[src/rtl/divider_core.sv]
`default_nettype none
// ============================================================================
//  Module      : divider_core
//  Description : Programmable clock divider fed by the 32-bit serial config
//                word; new settings are applied glitch-free at period ends.
//  Revision    : 1.0 - initial release
// ============================================================================
module divider_core #(
    parameter int SYNC_STAGES = 2,
    parameter int RATIO_WIDTH = 30
) (
    input  logic        sys_clock,
    input  logic        sys_reset_n,
    input  logic [31:0] divide_word,
    input  logic        load_request,
    output logic        div_out,
    output logic        div_pulse,
    output logic        load_ack,
    output logic        load_pending,
    output logic        run_active,
    output logic        ratio_error
);

    localparam logic [0:0]             c_STATE_IDLE = 1'b0;
    localparam logic [0:0]             c_STATE_RUN  = 1'b1;
    localparam int                     c_EN_BIT     = 31;
    localparam int                     c_INV_BIT    = 30;
    localparam logic [RATIO_WIDTH-1:0] c_ONE        = RATIO_WIDTH'(1);
    localparam logic [RATIO_WIDTH-1:0] c_TWO        = RATIO_WIDTH'(2);

    logic [SYNC_STAGES-1:0] r_sync;
    logic                   r_sync_d;
    logic [0:0]             r_state;
    logic [RATIO_WIDTH-1:0] r_count;
    logic [RATIO_WIDTH-1:0] r_act_n;
    logic                   r_act_inv;
    logic [31:0]            r_shadow;
    logic                   r_pending;
    logic                   r_ack;
    logic                   r_div_out;
    logic                   r_div_pulse;
    logic                   r_ratio_error;

    logic                   w_edge;
    logic                   w_boundary;
    logic                   w_apply;
    logic [RATIO_WIDTH-1:0] w_sh_n;
    logic                   w_sh_en;
    logic                   w_sh_ok;
    logic [0:0]             w_state_next;
    logic [RATIO_WIDTH-1:0] w_count_next;
    logic [RATIO_WIDTH-1:0] w_n_next;
    logic                   w_inv_next;
    logic                   w_run_next;
    logic                   w_div_next;
    logic                   w_pulse_next;

    always_comb begin
        w_edge       = r_sync[SYNC_STAGES-1] & ~r_sync_d;
        w_boundary   = (r_count == (r_act_n - c_ONE));
        w_apply      = r_pending & ((r_state == c_STATE_IDLE) | w_boundary);
        w_sh_n       = r_shadow[RATIO_WIDTH-1:0];
        w_sh_en      = r_shadow[c_EN_BIT];
        w_sh_ok      = w_sh_en & (w_sh_n >= c_TWO);
        w_state_next = r_state;
        w_count_next = '0;
        w_n_next     = r_act_n;
        w_inv_next   = r_act_inv;
        if (w_apply) begin
            // A fresh config always restarts the period at count 0.
            w_n_next     = w_sh_n;
            w_inv_next   = r_shadow[c_INV_BIT];
            w_state_next = w_sh_ok ? c_STATE_RUN : c_STATE_IDLE;
        end else if (r_state == c_STATE_RUN) begin
            w_count_next = w_boundary ? '0 : (r_count + c_ONE);
        end
        w_run_next   = (w_state_next == c_STATE_RUN);
        w_div_next   = w_run_next ? ((w_count_next < (w_n_next >> 1)) ^ w_inv_next)
                                  : w_inv_next;
        w_pulse_next = w_run_next & (w_count_next == '0);
    end

    always_ff @(posedge sys_clock or negedge sys_reset_n) begin
        if (!sys_reset_n) begin
            r_sync        <= '0;
            r_sync_d      <= 1'b0;
            r_state       <= c_STATE_IDLE;
            r_count       <= '0;
            r_act_n       <= '0;
            r_act_inv     <= 1'b0;
            r_shadow      <= '0;
            r_pending     <= 1'b0;
            r_ack         <= 1'b0;
            r_div_out     <= 1'b0;
            r_div_pulse   <= 1'b0;
            r_ratio_error <= 1'b0;
        end else begin
            r_sync      <= {r_sync[SYNC_STAGES-2:0], load_request};
            r_sync_d    <= r_sync[SYNC_STAGES-1];
            r_state     <= w_state_next;
            r_count     <= w_count_next;
            r_div_out   <= w_div_next;
            r_div_pulse <= w_pulse_next;
            r_ack       <= w_apply;
            if (w_apply) begin
                r_act_n   <= w_sh_n;
                r_act_inv <= r_shadow[c_INV_BIT];
                if (w_sh_ok) begin
                    r_ratio_error <= 1'b0;
                end else if (w_sh_en) begin
                    r_ratio_error <= 1'b1;
                end
            end
            // A capture landing on the apply edge stays pending for the next boundary.
            if (w_edge) begin
                r_shadow  <= divide_word;
                r_pending <= 1'b1;
            end else if (w_apply) begin
                r_pending <= 1'b0;
            end
        end
    end

    assign div_out      = r_div_out;
    assign div_pulse    = r_div_pulse;
    assign load_ack     = r_ack;
    assign load_pending = r_pending;
    assign run_active   = (r_state == c_STATE_RUN);
    assign ratio_error  = r_ratio_error;

endmodule
`default_nettype wire

[config.mk]
export PLATFORM = sky130hd
export DESIGN_NAME = divider_core
export DESIGN_NICKNAME = d
export VERILOG_FILES = /design/src/rtl/divider_core.sv
export SDC_FILE = /design/constraint.sdc
export NUM_CORES = 1
export LEC_CHECK = 0
export ABC_AREA = 1
export BUFFER_PORTS_ARGS = -buffer_cell sky130_fd_sc_hd__buf_2
export CORE_MARGIN = 2
export CORE_UTILIZATION = 56
export DETAILED_ROUTE_END_ITERATION = 16
export PLACE_DENSITY = 0.77
export SLEW_MARGIN = 20
export SYNTH_ARGS = -nofsm -noshare
export SYNTH_HDL_FRONTEND = slang
export SYNTH_SLANG_ARGS = --single-unit
[constraint.sdc]
create_clock -name sys_clock -period 3.45 [get_ports sys_clock]
set_input_delay 0.1725 -clock sys_clock [delete_from_list [all_inputs] [get_ports sys_clock]]
set_output_delay 0.1725 -clock sys_clock [all_outputs]
set_load 0.02 [all_outputs]
# Word-level counts from Yosys, hierarchy flattened
# Index checks and enable logic that the tools add are counted.
# op_classes
n_addsub	2
n_lt_le_gt_ge	2
n_eq_ne	1
n_mux	12
bitwise	8
n_reduce_logical	4
# op_table
cell	n
$mux 30	4
$add 30x1->30 const B	1
$eq 30x30->1	1
$ge 30x2->1 const B	1
$logic_not 30->1	1
$lt 30x29->1	1
$sub 30x1->30 const B	1
$mux 1	8
$and 1x1->1	4
$reduce_bool 2->1	2
$not 1->1	2
$reduce_and 2->1	1
$or 1x1->1	1
$xor 1x1->1	1
# totals
reg_bits	102
output_inout_bits	6
elab_cells	42

# Logic depth before layout (Yosys ltp)
# logic_depth
depth_word	8
ltp_mapped	31
ltp_nobuf	30

# Least setup slack after synthesis
# No wires, ideal clock.
# synth_timing
path_type	reg2reg
startpoint	register r_act_n[0]
endpoint	register r_div_out (netlist: div_out)
setup_time_ns	0.113
arrival_ns	3.641
required_ns	3.337
slack_ns	-0.304
path_stages_with_launch	29
path_buffers	1
period_less_slack_ns	3.754
path_cell_list	dfrtp_1 > inv_1 > ha_1 > nand2_2 > nor2_8 > nand2_4 > inv_2 > nand3_1 > xor2_1 > nand2_1 > nor2_2 > nand3_2 > nand2_4 > nand2_2 > inv_1 > clkbuf_1 > or2_2 > o21ai_0 > ha_1 > a21oi_1 > nor2_1 > a211oi_1 > o221ai_1 > a221oi_1 > nand2_1 > nor2_1 > nand3_1 > nand2_1 > inv_1
# synth_between
elab_chain_cells	8
# synth_lines
element	line_no	source
from (decl)	35	logic [RATIO_WIDTH-1:0] r_act_n;
from (signal assigned)	106	r_act_n <= w_sh_n;
$sub 30x1->30 *	60	w_boundary = (r_count == (r_act_n - c_ONE));
$eq 30x30->1 *	60	
$mux 30 or $or 1x1->1 (tied branches)	75, 61	
$mux 30 or $and 1x1->1 (tied branches)	74, 61	
$mux 30, on equally long branches	n/a	
$lt 30x29->1	78	w_div_next = w_run_next ? ((w_count_next < (w_n_next >> 1)) ^ w_inv_next)
$xor 1x1->1	78	
$mux 1 *	78	
named net w_div_next	55	logic w_div_next;
to (signal assigned)	102	r_div_out <= w_div_next;
to (decl)	40	logic r_div_out;
# Mark *: on every way through the listed nets, which the timed path passes. The rest lies on a longest branch.
# A chain may end at the register's enable or synchronous reset.

# Worst setup path after layout
# layout_timing
startpoint	register r_count[1]
endpoint	register r_div_out (netlist: div_out)
# layout_between
elab_chain_cells	7
# layout_lines
element	line_no	source
from (decl)	34	logic [RATIO_WIDTH-1:0] r_count;
from (signal assigned)	101	r_count <= w_count_next;
$add 30x1->30 or $eq 30x30->1 (tied branches)	75, 60	
$mux 30 or $or 1x1->1 (tied branches)	75, 61	
$mux 30 or $and 1x1->1 (tied branches)	74, 61	
$mux 30 *	69	if (w_apply) begin
named net w_count_next[24]	51	logic [RATIO_WIDTH-1:0] w_count_next;
$lt 30x29->1 *	78	
$xor 1x1->1 *	78	
$mux 1 *	78	
named net w_div_next	55	
# Marked as above.

==> impl_metrics.toml <==
[status]
status = "finished with violations"
violations = "negative setup slack"

[floorplan]
fp.coreArea_sq_um = 11300
fp.dieW_um = 111
start_util_pct = 56.8
dieArea_sq_um = 12300
rows = 39
io_pins = 41
fp.dieH_um = 111

[routing]
vias = 6422
drt-met1-wl_mm = 8.28
drc = 0
wl_met2_mm = 9.87
avgRoutedWirePerCell_um = 18.8
viasPerCell = 5.79
drtIter0Drc = 550
drtAntennaViolNets = 0
totalWireLength_mm = 20.8
highest_layer = "met4"
wl_met3_mm = 1.76
drt_pre_antenna_iters = 5

[synth]
synth_cell_types = 43
synth_area_leaders = "dfrtp_1 (40%), nand2_1 (9.6%), inv_1 (6.1%)"
synthFlopType = "dfrtp_1"
async_reset_ff_share_pct = 100
ys_warn_count = 0
syn_avg_cell_area_sq_um = 8.08
syn_area_sq_um = 6420
synth_enable_flop_cells = 0
postSynthCellCount = 795
synth-seq-cells = 102
yosysSeqAreaShare_pct = 39.7
yosys.area.top_type = "dfrtp_1"
yosys.area.top_type_share_pct = 39.7
mappedNetlistNets = 860

[final_layout]
n_fill_cell = 690
syn_to_final_growth_pct = 32.1
antenna_cells = 0
drive_gt1_share_pct = 33.8
final_net_count = 1028
final_common_cell = "nand2_1"
mostFrequentLayoutCells = "nand2_1 (160), buf_4 (117), dfrtp_1 (98), inv_1 (97), nor2_1 (88)"
multi_input_area_sq_um = 3780
seq_area_sq_um = 2560
final_area_sq_um = 8480
final_util_pct = 74.9

[pwr]
peakVddDrop_mv = 0.568
switchingPower_mw = 2.33
clkPwrFrac_pct = 18.7
internal_power_mw = 3.33
p_sw_share_pct = 41.2
seqPwrFrac_pct = 32.8
powerDensity_nw_per_um2 = 667
comb_power_share_pct = 48.5
p_leak_nw = 4.14

[critical_path]
critical_path_class = "register to register"
cp-start-kind = "register"
endpoint = "div_out$_DFF_PN0_"
reg2reg_depth = 27
ff2ff_setup_slack_ns = -0.65
worstPathMaxFanout = 3
reg2reg_from = "r_count[1]$_DFF_PN0_"
r2r-end = "div_out$_DFF_PN0_"
crit_start = "r_count[1]$_DFF_PN0_"
worstPathRequired_ns = 3.73
critPathArrivalTime_ns = 4.38
critPathCaptureType = "register"

[clock_network]
clockBufferDepth = 2
clock-root-buffer = "clkbuf_16"
cts_buffers = 9
htree_num_levels = 3
cts_tree = "done"
path_clk_slew_ns = 0.07
clock_latency_ns = 0.34
clkSinkCount = 102

[grt]
grt_pass1_vias = 6150
grt_pass1_wl_mm = 30.2
grt_max_degree = 40
antenna_found_initial = 0
grt_util_all_layers_pct = 30.6
grt.overflow.total = 0

[timing]
maxSlewViolCount = 0
rsz0062_at_grt = "yes"
max_freq_mhz = 244
hold_violations = 0
period_share_pct = 119
tightest_slew_ns = 0.795
clock_skew_ns = 0.00806
relSlewSlack_pct = 46.8
setup_viol = 2
setup_ws_ns = -0.650
fin_crit_ns = 4.10

[min_path]
hold_class = "input pin to register"

[job]
maxCapViolCount = 0

[placement]
gp_congestion = 1.01
dp_hpwl_mm = 14.1
place_area_sq_um = 7600
numPortBuffers = 40
## per-stage QoR
step           worst slack (ns)  total power [mW]  hold WS, ns  instances  TNS, ns
2_1_floorplan           -0.0444              3.05       -0.123        795  -0.0444
3_3_place_gp             -0.369              3.92        0.146       1072   -0.441
3_5_place_dp             -0.577              4.02        0.150       1072   -0.657
4_1_cts                  -0.422              5.21       0.0614       1095   -0.422
5_1_grt                  -0.808              5.92       0.0571       1110    -1.03
6_report                 -0.650              5.66       0.0630       1110   -0.705
## cells in the mapped netlist (15+ instances only)
master	instances
or2_2	22
nand3_1	31
mux2_2	28
nor2_1	103
ha_1	30
nand4_1	23
dfrtp_1	102
o21ai_0	33
xnor2_1	15
inv_1	104
a21oi_1	16
nand2_1	164
xor2_1	37
## power groups by stage
stage	combinational [mW]	sequential [mW]	clock [mW]
after CTS	2.36	1.79	1.05
after detailed placement	2.22	1.80	0
after global routing	2.95	1.87	1.11
final	2.75	1.86	1.06
after global placement	2.14	1.78	0
after floorplan	1.32	1.73	0
## registers in the layout, indices dropped and copies added, names as in the netlist, 2 cells and up
signal and flops:
r_act_n 30, r_count 30, r_shadow 32, r_sync 2
## worst min-delay path by stage
stage,start,to,cells after the start
after floorplan,sys_reset_n,div_out$_DFF_PN0_,0
after global placement,sys_reset_n,r_sync_d$_DFF_PN0_,1
after detailed placement,sys_reset_n,r_sync_d$_DFF_PN0_,1
after CTS,divide_word[25],r_shadow[25]$_DFFE_PN0P_,2
after global routing,divide_word[6],r_shadow[6]$_DFFE_PN0P_,2
final,divide_word[27],r_shadow[27]$_DFFE_PN0P_,2
## worst max-delay path, cell delays in order, from the launching register on
cell and delay (ns):
dfrtp_1 0.39, ha_2 0.19, nand2_1 0.05, nor2_1 0.12
inv_1 0.06, nor2_1 0.08, inv_1 0.07, nor2_2 0.12
inv_2 0.06, nor2_2 0.16, inv_2 0.06, nor4_4 0.27
nand4_1 0.25, nor2_4 0.21, xor2_2 0.11, nor2_4 0.20
ha_4 0.25, nand2_1 0.06, o21ai_1 0.08, a21oi_1 0.16
o21bai_1 0.14, a221oi_2 0.32, nand2_1 0.11, nor2_2 0.13
nand2_1 0.10, nand2_1 0.12, nand2_1 0.07, inv_1 0.07
## cell type report
type | instances | share of cell area [%]
clock buffers | 11 | 2.74
flip-flops and latches | 102 | 30.1
inverters | 105 | 4.73
well taps | 143 | 2.11
clock inverters | 4 | 0.855
repair buffers | 168 | 14.8
multi-input cells | 577 | 44.6
## kinds of logic (layout without fill, tap and decap cells)
kind of cell | after synthesis | count (layout) | share of synthesized area [%]
xor gates and xnor gates | 52 | 52 | 7.09
buffers and inverters | 117 | 288 | 7.32
adders and majority gates | 30 | 30 | 5.84
AOI/OAI and AO/OA | 63 | 63 | 5.47
and+or+nand+nor | 403 | 404 | 29.6
DFF | 102 | 102 | 39.7
muxes | 28 | 28 | 4.91
## layer usage
metal | vias up | GRT usage [%]
met4 | 0 | 10.0
met5 | - | 0
met1 | 3043 | 42.5
met2 | 401 | 50.2
li1 | 2893 | -
met3 | 85 | 4.16
## what timing repair did
| item | 4_1_cts | 5_1_grt |
|---|---|---|
| cloned | 1 | 2 |
| hold buffers | 2 | 0 |
| pin swaps | 21 | 28 |
| endpoints found under the hold margin | 38 | 0 |
| setup endpoints to repair | 2 | 2 |
| setup buffers | 5 | 13 |
| gates resized for setup | 25 | 69 |
Power figures use the tool's default switching activity.
